## src/rtl/fp_round_pkg.sv

```systemverilog
// Shared types and constants for the round-to-nearest-even arbiter.
// Optional perf counters in fp_round_arbiter are enabled by FP_ROUND_PERF_EN.
package fp_round_pkg;

  localparam int MANT_W_DEF = 24;
  localparam int EXP_W_DEF  = 8;

  localparam logic [EXP_W_DEF-1:0] EXP_MAX = '1;

  typedef enum logic [1:0] {
    IDLE,
    ROUND,
    ADJUST,
    DONE
  } state_e;

  typedef struct packed {
    logic [MANT_W_DEF-1:0] mant;
    logic [EXP_W_DEF-1:0]  exp;
    logic                  r;
    logic                  s;
  } operand_t;

endpackage

```

## src/rtl/fp_round_core.sv

```systemverilog
// Combinational round-half-to-even increment of a normalized mantissa.
// Carry-out of the increment signals the caller to renormalize.
module fp_round_core
  import fp_round_pkg::*;
#(
  parameter int MANT_W = MANT_W_DEF
) (
  input  logic [MANT_W-1:0] mant_i,
  input  logic              r_i,
  input  logic              s_i,
  output logic [MANT_W:0]   sum_o,
  output logic              carry_o,
  output logic              inexact_o
);

  logic up;

  // Ties (R set, S clear) only round up when the LSB is odd.
  assign up        = r_i & (s_i | mant_i[0]);
  assign sum_o     = {1'b0, mant_i} + {{MANT_W{1'b0}}, up};
  assign carry_o   = sum_o[MANT_W];
  assign inexact_o = r_i | s_i;

endmodule

```

## src/rtl/fp_round_arbiter.sv

```systemverilog
// Two-requester round-robin arbiter feeding a shared RNE rounding stage.
// Define FP_ROUND_PERF_EN to add ResultCount/CarryCount outputs.
module fp_round_arbiter
  import fp_round_pkg::*;
#(
  parameter int MANT_W = MANT_W_DEF,
  parameter int EXP_W  = EXP_W_DEF
) (
  input  logic              Clock,
  input  logic              Reset,
  input  logic              Req0Valid,
  output logic              Req0Ready,
  input  logic [MANT_W-1:0] Req0Mant,
  input  logic [EXP_W-1:0]  Req0Exp,
  input  logic              Req0R,
  input  logic              Req0S,
  input  logic              Req1Valid,
  output logic              Req1Ready,
  input  logic [MANT_W-1:0] Req1Mant,
  input  logic [EXP_W-1:0]  Req1Exp,
  input  logic              Req1R,
  input  logic              Req1S,
  output logic              OutValid,
  input  logic              OutReady,
  output logic [MANT_W-1:0] OutMant,
  output logic [EXP_W-1:0]  OutExp,
  output logic              OutId,
  output logic              OutOvf,
  output logic              OutInexact
`ifdef FP_ROUND_PERF_EN
  ,
  output logic [15:0]       ResultCount,
  output logic [15:0]       CarryCount
`endif
);

  state_e            state_q, state_d;
  logic              rr_q, rr_d;
  operand_t          op_q, op_d;
  logic              id_q, id_d;
  logic [MANT_W-1:0] out_mant_q, out_mant_d;
  logic [EXP_W-1:0]  out_exp_q, out_exp_d;
  logic              out_id_q, out_id_d;
  logic              out_ovf_q, out_ovf_d;
  logic              out_inexact_q, out_inexact_d;

  logic [MANT_W:0]   sum;
  logic              carry;
  logic              inexact;
  logic              grant1;
  logic [EXP_W-1:0]  exp_inc;

  fp_round_core #(.MANT_W(MANT_W)) u_core (
    .mant_i    (op_q.mant),
    .r_i       (op_q.r),
    .s_i       (op_q.s),
    .sum_o     (sum),
    .carry_o   (carry),
    .inexact_o (inexact)
  );

  always_comb begin
    state_d       = state_q;
    rr_d          = rr_q;
    op_d          = op_q;
    id_d          = id_q;
    out_mant_d    = out_mant_q;
    out_exp_d     = out_exp_q;
    out_id_d      = out_id_q;
    out_ovf_d     = out_ovf_q;
    out_inexact_d = out_inexact_q;
    Req0Ready     = 1'b0;
    Req1Ready     = 1'b0;
    OutValid      = 1'b0;
    grant1        = 1'b0;
    exp_inc       = op_q.exp + EXP_W'(1);

    case (state_q)
      IDLE: begin
        if (Req0Valid || Req1Valid) begin
          // A lone requester wins outright; on contention rr picks.
          grant1    = Req1Valid & (~Req0Valid | rr_q);
          Req1Ready = grant1;
          Req0Ready = ~grant1;
          op_d      = grant1 ? '{mant: Req1Mant, exp: Req1Exp, r: Req1R, s: Req1S}
                             : '{mant: Req0Mant, exp: Req0Exp, r: Req0R, s: Req0S};
          id_d      = grant1;
          state_d   = ROUND;
        end
      end
      ROUND: begin
        out_id_d      = id_q;
        out_inexact_d = inexact;
        out_ovf_d     = 1'b0;
        out_exp_d     = op_q.exp;
        if (op_q.exp == EXP_MAX) begin
          out_mant_d = '0;
          out_ovf_d  = 1'b1;
          state_d    = DONE;
        end else if (carry) begin
          state_d = ADJUST;
        end else begin
          out_mant_d = sum[MANT_W-1:0];
          state_d    = DONE;
        end
      end
      ADJUST: begin
        out_exp_d = exp_inc;
        if (exp_inc == EXP_MAX) begin
          out_mant_d = '0;
          out_ovf_d  = 1'b1;
        end else begin
          out_mant_d = sum[MANT_W:1];
        end
        state_d = DONE;
      end
      DONE: begin
        OutValid = 1'b1;
        if (OutReady) begin
          rr_d    = ~out_id_q;
          state_d = IDLE;
        end
      end
      default: state_d = IDLE;
    endcase

    if (Reset) begin
      Req0Ready = 1'b0;
      Req1Ready = 1'b0;
      OutValid  = 1'b0;
    end
  end

  always_ff @(posedge Clock) begin
    if (Reset) begin
      state_q       <= IDLE;
      rr_q          <= 1'b0;
      out_mant_q    <= '0;
      out_exp_q     <= '0;
      out_id_q      <= 1'b0;
      out_ovf_q     <= 1'b0;
      out_inexact_q <= 1'b0;
    end else begin
      state_q       <= state_d;
      rr_q          <= rr_d;
      out_mant_q    <= out_mant_d;
      out_exp_q     <= out_exp_d;
      out_id_q      <= out_id_d;
      out_ovf_q     <= out_ovf_d;
      out_inexact_q <= out_inexact_d;
    end
  end

  // Captured operand only matters once ROUND is entered, so it carries no reset.
  always_ff @(posedge Clock) begin
    op_q <= op_d;
    id_q <= id_d;
  end

  assign OutMant    = out_mant_q;
  assign OutExp     = out_exp_q;
  assign OutId      = out_id_q;
  assign OutOvf     = out_ovf_q;
  assign OutInexact = out_inexact_q;

`ifdef FP_ROUND_PERF_EN
  logic [15:0] result_cnt_q, carry_cnt_q;

  always_ff @(posedge Clock) begin
    if (Reset) begin
      result_cnt_q <= '0;
      carry_cnt_q  <= '0;
    end else begin
      if (OutValid && OutReady) result_cnt_q <= result_cnt_q + 16'd1;
      if (state_q == ROUND && state_d == ADJUST) carry_cnt_q <= carry_cnt_q + 16'd1;
    end
  end

  assign ResultCount = result_cnt_q;
  assign CarryCount  = carry_cnt_q;
`endif

endmodule

```

## config.mk

```make
export PLATFORM = sky130hd
export DESIGN_NAME = fp_round_arbiter
export DESIGN_NICKNAME = d
export VERILOG_FILES = /design/src/rtl/fp_round_pkg.sv /design/src/rtl/fp_round_core.sv /design/src/rtl/fp_round_arbiter.sv
export SDC_FILE = /design/constraint.sdc
export NUM_CORES = 1
export LEC_CHECK = 0
export ABC_CLOCK_PERIOD_IN_PS = 7900
export CAP_MARGIN = 20
export CORE_AREA = 5 5 84 86
export DETAILED_ROUTE_END_ITERATION = 6
export DIE_AREA = 0 0 89 91
export DONT_BUFFER_PORTS = 1
export PLACE_DENSITY_LB_ADDON = 0.2
export SETUP_SLACK_MARGIN = 0.5
export SLEW_MARGIN = 40
export SYNTH_ARGS = -nofsm -noshare
export SYNTH_HDL_FRONTEND = slang
export SYNTH_SLANG_ARGS = --single-unit
```

## constraint.sdc

```tcl
create_clock -name Clock -period 7.9 [get_ports Clock]
set_clock_uncertainty 0.05 [all_clocks]
set_input_delay 1.58 -clock Clock [delete_from_list [all_inputs] [get_ports Clock]]
set_output_delay 1.58 -clock Clock [all_outputs]
set_load 0.01 [all_outputs]
```

==> impl_summary.md <==
Critical path
Walking the worst path, the cells encountered are inv_1 > o21ai_2 > buf_4 > nor3b_1. The peak per-stage delay on the critical path is slightly above 400 ps. At the worst endpoint, the arrival time is 2310 ps. The startpoint class of the critical path is an input port.

The cell family with the largest share of critical-path delay is simple AND/OR/NAND/NOR gates. The biggest fanout along the worst timing path is 36. The worst endpoint required time is 6270 ps. Tracing the worst setup path back leads to its startpoint at Req0Valid.

The setup check on the worst reg-to-reg path leaves a slack of ~5200 ps. The startpoint identified for the worst register-to-register timing path is op_q[0]. The category of the worst setup path capture point is an output port. Counting both buffers and inverters, the worst setup path holds a total of 2. The setup path with the least slack is of type input port to output port. On the critical path, the stage with the largest delay is an instance of nor3b_1.

Power
Sequential cells burn 47.5% of the power. The clock network accounts for around a fifth of the total power. For this design the ratio of total power to cell area is ~380 mW/mm2. The static power due to leakage is ~0.0016 uW. Internal power comes to 969 uW. Combinational logic is responsible for ~32% of the overall power. The fraction of power spent switching nets is between 30% and 40%. The net switching component of the power is about 630 uW.

VDD sags by at most ~0.22 mV.

STA
The setup TNS is 0 ps. Setup repair after global routing left no endpoint under its margin. Setup violations remaining at the end of the flow were counted as 0. The fmax is ~250 MHz. Of the available clock period, the critical path in the final layout requires roughly half. The actual transition at the worst max-transition pin is about 670 ps. The number of slew-limit violations in the final report was 0.

The final hold violation count was 0. The worst path in the final design needs a cycle of between 3000 and 4000 ps, including I/O delays and setup. The worst relative slew slack is between 50% and 60%.

Outcome
The flow ran to the end, and the final reports show no timing, DRC or antenna violations.

Global routing
The global routing met2 resource utilization is ~29%. The overflow left after global routing is 0. The number of antenna violations at the first check in global routing is 0. The global-route wire length before repair is about 14,000 um. The global-route met3 utilization is roughly 6.1%. Global routing used roughly 22% of the available tracks. For this run, global-route usage on met1 was measured as between 30 and 40%. The number of global-route vias before repair is 2,913.

The largest net degree at the start of global routing is 42. The global routing's busiest layer is met1.

Detailed routing
The detailed-route wire length is 8410 um. The detailed router's first-iteration violation count is ~210. Before antenna repair, the detailed router went through 5 iterations. The average wire per cell in the routed design is ~16 um. For this run, design rule violations remaining after detail routing come to 0.

The routed via count is about 3.1k. The count of nets left with antenna violations once routing finished came out at 0. After detailed routing, the number of vias per cell comes to between 5 and 6.

Clocking
The clock tree synthesis step divided the H-tree into 3 levels. The number of cells upsized or downsized after cts is 0. TritonCTS built the clock tree. The clock buffer count from CTS is 9.

Counting along the longest clock path gives a buffer depth of 2. The post-CTS setup repair buffer count is 0. The tree is rooted in a clkbuf_8. Clock-pin slew was measured on the worst setup and hold paths at around 80 ps. The total clock sinks is 73.

After clock tree synthesis, the flow added hold-fix buffers numbering 0. For the worst-skew pair, the clock arrives at the later sink with an insertion delay of between 300 and 400 ps.

Final layout
The final layout contains 530 nets. The number of standard cells in the layout, taps in and fillers out is 530. The number of antenna diodes in the final layout is 0.

The area growth from synthesis to layout is 6.35%. The count of fill cells added during filler insertion is 497. Summing all non-filler instances in the final layout gives an area of ~0.0042 mm2. The post-route netlist has 6.84% of its cells at a drive strength greater than 1.

Yosys
The synthesized netlist contains 47 unique library cells. The synthesized instance count is between 400 and 500. The async set or reset register ratio after synthesis is 0%. Synthesis inferred 73 register bits. The mean instance size in the synthesized netlist is 8.51 um2. The number of nets handed over by synthesis was approximately 550. The Yosys step of the flow raised 0 warnings. After synthesis the cells add up to 0.00394 mm2.

Among all flip-flop cells after synthesis, the most frequent one is dfxtp_1. The number of flops mapped to enable cells by yosys is 35. After synthesis, flip-flops and latches occupy a little under half of the total area.

Floorplan
In this run the standard cell core region covers slightly above 0.006 mm2. The area of the die is a little over 0.008 mm2. The starting density of the core is between 60% and 70%. The number of rows in the core area is 29. Pin placement for this block handled between 100 and 150 I/O pins.

The width of the die is between 80 and 90 um. The die height is between 90 and 100 um.

Worst hold path
The hold path startpoint is id_q. The classification of the worst-slack hold path is flip-flop to flip-flop.

Job
The tool flagged a number of max-cap violations equal to 0.

Placement
The number of placed instances, taps included, is around 510. The port buffer count is 0. At the end of routability-driven placement, the weighted congestion stood at about 0.85. After legalization and detailed placement, the total HPWL measured 6240 um. The post-placement cell area is 0.00396 mm2.
[worst reg2reg max path, cell delays in order (launching register included)]
cell and delay (ps):
edfxtp_1 350, o21a_1 130, ha_1 210, ha_1 220
nand3_2 230, nor4_4 600, and4bb_1 320, a21o_4 230
a21oi_1 80, a211oi_2 220
[state kept, by name, indices dropped and copies added (netlist names)]
name        count
state_q         2
OutMant        24
OutId           1
id_q            1
OutInexact      1
rr_q            1
OutOvf          1
OutExp          8
op_q           34
[worst paths after layout]
check | cells after the start | to
setup / recovery | 4 | Req1Ready
hold / removal | 2 | OutId
setup reg to reg | 9 | OutMant[14]
hold reg to reg | 2 | OutId
[power by group through the flow]
stage | logic (uW) | registers (uW) | clock network, uW
floorplan | 448 | 706 | 0
global route | 592 | 780 | 348
global placement | 497 | 758 | 0
CTS | 514 | 758 | 326
detailed placement | 512 | 767 | 0
finish | 517 | 757 | 321
[final cells by class]
class	instances	area, um2	share of cell area, %
Multi-Input combinational cell	352	2000	47.6
Sequential cell	73	1810	43.2
Clock buffer	15	200	4.78
Tap cell	77	96.3	2.30
Inverter	9	33.8	0.806
Clock inverter	1	30.0	0.717
Timing Repair Buffer	3	22.5	0.537
[Yosys cell counts, types with 3 or more instances]
library cell / instances / area share [%]
xnor2_1: 19 / 4.2
ha_1: 9 / 2.9
nand3b_1: 3 / 0.57
a221oi_1: 8 / 1.8
mux2i_1: 4 / 1.0
buf_2: 4 / 0.51
nor2_1: 54 / 5.1
a31oi_1: 4 / 0.64
nor2b_1: 3 / 0.48
nand2_1: 117 / 11
dfxtp_1: 38 / 19
a211oi_1: 8 / 1.5
nand3_1: 9 / 1.1
nand4_1: 12 / 1.9
or3_1: 4 / 0.64
a21oi_1: 13 / 1.7
edfxtp_1: 35 / 27
o22ai_1: 7 / 1.1
inv_1: 8 / 0.76
o21ai_0: 10 / 1.3
nor3_1: 26 / 3.3
clkbuf_1: 22 / 2.1
nor4_1: 3 / 0.48
o21a_1: 3 / 0.57
xor2_1: 10 / 2.2
[cells in the final DEF, fill, tap and decap left out, drive strengths merged, types with 3 or more instances in the layout]
cell / n
nand2: 117
nor2: 54
dfxtp: 38
edfxtp: 35
nor3: 26
xnor2: 19
clkbuf: 15
a21oi: 13
nand4: 13
o21ai: 12
xor2: 10
nand3: 10
ha: 9
inv: 9
a211oi: 9
a221oi: 8
o22ai: 7
or3: 4
mux2i: 4
nor4: 4
a31oi: 4
o21a: 3
nand3b: 3
buf: 3
nor2b: 3
[kinds of logic (layout without fill, tap and decap cells)]
| kind of cell | count (synthesis) | after routing | synth area share (%) |
|---|---|---|---|
| and+or+nand+nor | 241 | 241 | 27.6 |
| DFF | 73 | 73 | 46.0 |
| AOI/OAI and AO/OA | 69 | 69 | 12.2 |
| buffers and inverters | 38 | 28 | 3.94 |
| xor gates and xnor gates | 29 | 29 | 6.45 |
| adders and majority gates | 9 | 9 | 2.86 |
| muxes | 4 | 4 | 1.02 |
[routing by layer]
metal / wire (um) / part of all wire, % / vias to the layer above
li1: - / - / 1589
met1: 4040 / 48 / 1409
met2: 3510 / 42 / 128
met3: 738 / 8.8 / 11
met4: 128 / 1.5 / 0
met5: 0 / 0 / -
[metrics by stage]
stage	hold slack, ps	worst slack, ps	utilization, %	power [uW]
2_1_floorplan	406	4140	-	1150
3_3_place_gp	409	3990	63.7	1250
3_5_place_dp	440	3940	63.8	1280
4_1_cts	450	3940	67.5	1600
5_1_grt	470	3850	67.5	1720
6_report	441	3960	67.5	1590
Power figures use the tool's default switching activity.
==> RTL edit 1 (same flow settings) <==
The package constant `EXP_W_DEF` goes from 8 to 6.
--- a/src/rtl/fp_round_pkg.sv
+++ b/src/rtl/fp_round_pkg.sv
@@ -4,5 +4,5 @@
 
   localparam int MANT_W_DEF = 24;
-  localparam int EXP_W_DEF  = 8;
+  localparam int EXP_W_DEF  = 6;
 
   localparam logic [EXP_W_DEF-1:0] EXP_MAX = '1;
Interface: changed (resized OutExp, Req0Exp and Req1Exp); port bits go from 111 to 105. No check against the original RTL was run, so the function may have changed too.
==> RTL edit 1 against the original RTL <==
- final cell count decreased by 4.7%
- cell area decreased by 5.4%
- total power decreased by 1.9%
- area after synthesis decreased by 5.0%
- critical path depth unchanged
- combinational power increased by 14%
- first-iteration DRC count decreased by 40%
- sequential cell count decreased by 4
- critical path type unchanged
- wire length decreased by 8.2%
- setup slack improved by 0.033 ns
- global-route usage decreased by 2.1 points
- hold slack improved by 0.037 ns
- sequential share of layout area about the same
- highest routed layer unchanged
==> RTL edit 1: results (changes against the original RTL) <==
stage;metric;value;unit;change
run_status;status;completed;;
layout;Non-clk invs;8;;-1
route;routed vias/inst;5.66;;-4.4%
placed_design;dpl hpwl;5.88;mm;-5.8%
power;Clock power frac;19.4;%;-0.7 points
grt;met2 Track Usage GR;26.2;%;-3.0 points
grt;pin count of the biggest net entering global routing;40;;-4.8%
route;DRT Pass-1 Iters;4;;-1
layout;Clock Network Area Fraction;5.40;%;-0.095 points
route;Detail Route met2 WL;3.19;mm;-9.0%
synthesis;Synth Area in Adders;3.01;%;+0.15 points
power;Peak VDD IR;233;uV;+7.3%
synthesis;post-synthesis mux area share;1.07;%;+0.053 points
route;initial drt markers;127;;-40%
layout;max FFs per register;32;;-5.9%
worst_setup_path;Critical Path AT;2.28;ns;-0.03 ns
synthesis;EDFF count, synth;33;;-5.7%
worst_setup_path;worst-path maximum fanout;34;;-5.6%
worst_setup_path;reg-to-reg endpoint;OutMant[9];;
worst_setup_path;R2R setup slack;5.31;ns;+0.14 ns
layout;multi-input logic area;1900;um^2;-5.0%
synthesis;syn nets;511;;-6.2%
timing;Hold WS;0.478;ns;+0.0367 ns
grt;global-route wire length before repair;12.9;mm;-9.6%
layout;buffering overhead;0.379;%;-0.16 points
synthesis;Synth area leaders;edfxtp_1 26%, dfxtp_1 19%, nand2_1 11%, nor2_1 6.0%, xnor2_1 5.1%;;
synthesis;Synth Area in XOR/XNOR;6.78;%;+0.34 points
power;sequential power share;43.0;%;-4.5 points
worst_hold_path;WHS Endpoint;OutExp[3];;
grt;GRT met1 Usage;31.2;%;-3.2 points
route;per-cell routed wire length;15.3;um;-3.7%
route;met3 WL;700;um;-5.1%
placed_design;RePlAce Congestion;0.871;;+2.9%
layout;Multi-input comb cells;333;;-5.4%
RTL edit 1: cell types whose count changed after synthesis, sizes merged, moves of 5 or more:
cell	before	now
clkbuf	22	12
nor2	54	61
o21ai	12	3
o22ai	7	12
RTL edit 1: stage by stage:
stage          instances  cell area, um^2
2_1_floorplan        433             3740
3_3_place_gp         489             3740
3_5_place_dp         489             3740
4_1_cts              505             3960
5_1_grt              505             3960
6_report             505             3960
RTL edit 1: worst max path at each step:
stage / startpoint / endpoint / cells past startpoint / slack, ns
2_1_floorplan: Reset / Req0Ready / 3 / 4.12
3_3_place_gp: Req0Valid / Req1Ready / 4 / 3.96
3_5_place_dp: Req0Valid / Req1Ready / 4 / 3.98
4_1_cts: Req0Valid / Req1Ready / 4 / 3.97
5_1_grt: Req0Valid / Req1Ready / 4 / 3.91
6_report: Req0Valid / Req1Ready / 4 / 3.99
RTL edit 1: worst max-delay path, stage by stage:
cell,delay [ns]
inv_1,0.04
o21ai_2,0.05
buf_4,0.23
nor3b_1,0.38
==> RTL edit 2 (same flow settings) <==
Without the edit above. Register the output `OutOvf` once more, cleared by the reset; this adds one clock of latency there. The other outputs are not delayed to match.
--- a/src/rtl/fp_round_arbiter.sv
+++ b/src/rtl/fp_round_arbiter.sv
@@ -161,5 +161,11 @@
   assign OutExp     = out_exp_q;
   assign OutId      = out_id_q;
-  assign OutOvf     = out_ovf_q;
+  always_ff @(posedge Clock) begin
+    if (Reset) begin
+      OutOvf <= '0;
+    end else begin
+      OutOvf <= out_ovf_q;
+    end
+  end
   assign OutInexact = out_inexact_q;
 
Function: changed (a bounded check fails within 4 cycles, from zero or initial values and one cycle with Reset high).
==> RTL edit 2 against the original RTL <==
- sequential cell count up 1
- critical path type unchanged
- cell area increased by 2.9%
- global-route usage up 0.85 points
- critical path depth grew 1
- area after synthesis rose by 4.3%
- first-iteration DRC count is 19% lower
- total power fell by 0.55%
- wire length is 4.3% higher
- synthesized cell count is 0.86% higher
- setup slack got worse by 0.34 ns
- hold slack lost 0.0074 ns
- register-to-register slack got worse by 0.19 ns
- sequential power fell by 5.2%
==> RTL edit 2: results (changes against the original RTL) <==
stage;metric;value;unit;change
run_status;status;completed;;
grt;pin count of the biggest net entering global routing;40;;-4.8%
layout;layout net count;536;;+1.1%
synthesis;ys flop type;dfxtp_1;;
timing;relative slew slack;52.0;%;-3.0 points
synthesis;asr flop ratio synth;0;%;unchanged
clocking;CTS clk-pin slew, worst paths;0.07;ns;
power;Peak VDD IR;203;uV;-6.7%
clocking;Post-CTS Resized;0;;unchanged
worst_setup_path;delay-heaviest family, CP;buffers and inverters;;
synthesis;post-synthesis mux area share;1.00;%;-0.011 points
placed_design;RePlAce Congestion;0.875;;+3.4%
synthesis;Synth area leaders;edfxtp_1 26%, dfxtp_1 19%, nand2_1 11%, nor2_1 4.8%, xor2_1 3.6%;;
grt;GRT met1 Usage;34.7;%;+0.23 points
clocking;CTS Buffer Depth;2;;unchanged
synthesis;Synth Area in XOR/XNOR;5.76;%;-0.69 points
placed_design;Placement Setup Slack;2.95;ns;-0.996 ns
power;leak pwr;1.69;nW;+4.4%
worst_setup_path;CP max stage cell;buf_4;;
worst_setup_path;worst-path maximum fanout;36;;unchanged
placed_design;dpl hpwl;6.71;mm;+7.5%
synthesis;Synth Area in Compound Gates;13.1;%;+0.90 points
synthesis;Synth top cells by count;120 x nand2_1, 52 x nor2_1, 39 x dfxtp_1, 35 x edfxtp_1, 17 x xor2_1;;
grt;met2 Track Usage GR;31.5;%;+2.3 points
grt;vias in the first global route;3014;;+3.5%
layout;fill count;520;;+4.6%
clocking;CTS buffer count;9;;unchanged
layout;layout cell share with drive strength beyond 1;10.2;%;+3.4 points
grt;gr usage total;23.0;%;+0.85 points
route;WL final;8.77;mm;+4.3%
synthesis;Synth Area in Adders;2.74;%;-0.12 points
grt;met3 usage;6.79;%;+0.72 points
placed_design;Port Buffer Count;0;;unchanged
grt;antenna violations before repair;0;;unchanged
power;Pint;0.935;mW;-3.4%
worst_setup_path;Crit path largest cell delay;0.32;ns;-0.09 ns
clocking;Skew-Pair Late Insertion Delay;0.35;ns;
route;routed vias/inst;6.11;;+3.2%
worst_setup_path;Critical Path AT;2.65;ns;+0.34 ns
synthesis;synth unique cells;58;;+23%
synthesis;sequential fraction of the synthesis area;44.6;%;-1.4 points
synthesis;syn nets;549;;+0.73%
grt;global-route wire length before repair;14.8;mm;+3.5%
route;initial drt markers;172;;-19%
RTL edit 2: path summary, 6_finish.rpt:
path / cells after the start / slack, ns / to / startpoint
max: 5 / 3.62 / Req1Ready / Req0Valid
min: 2 / 0.43 / OutOvf / out_ovf_q
max reg2reg: 9 / 4.98 / OutMant[11] / op_q[10]
min reg2reg: 2 / 0.43 / OutOvf / out_ovf_q
RTL edit 2: logic make-up after synthesis:
logic type | Yosys count
AOI/OAI and AO/OA | 72
xor gates and xnor gates | 27
adders and majority gates | 9
buffers and inverters | 35
DFF | 74
muxes | 4
and+or+nand+nor | 246
RTL edit 2: worst min-delay path, stage by stage (launching register included):
cell and delay [ns]:
dfxtp_1 0.30, inv_1 0.09, nor2_1 0.06
RTL edit 2: area by class of cell:
cell class	count	area [um^2]	area share, %
Clock buffer	10	138	3.19
Clock inverter	6	66.3	1.54
Inverter	8	30.0	0.696
Multi-Input combinational cell	358	2130	49.3
Sequential cell	74	1830	42.5
Tap cell	77	96.3	2.23
Timing Repair Buffer	3	22.5	0.522
RTL edit 2: per-stage QoR:
stage                     hold slack [ns]  instance area [um^2]  util [%]  cells
final                               0.434                  4310      69.5    536
after global routing                0.461                  4310      69.5    536
after CTS                           0.433                  4310      69.5    536
after detailed placement            0.420                  4110      66.2    520
after global placement              0.408                  4100      66.1    520
after floorplan                     0.388                  4110         -    467
RTL edit 2: power groups by stage:
stage | clock network, mW | logic, mW | registers, mW
floorplan | 0 | 0.502 | 0.681
global placement | 0 | 0.552 | 0.720
detailed placement | 0 | 0.571 | 0.728
CTS | 0.299 | 0.573 | 0.719
global route | 0.321 | 0.646 | 0.740
finish | 0.295 | 0.572 | 0.718
RTL edit 2: routing by layer:
layer  vias up  share of wire (%)  wire length (um)
met5         -                  0                 0
met4         0                1.6               143
met3        12                9.9               871
met2       146                 44              3830
met1      1509                 45              3930
li1       1606                  -                 -
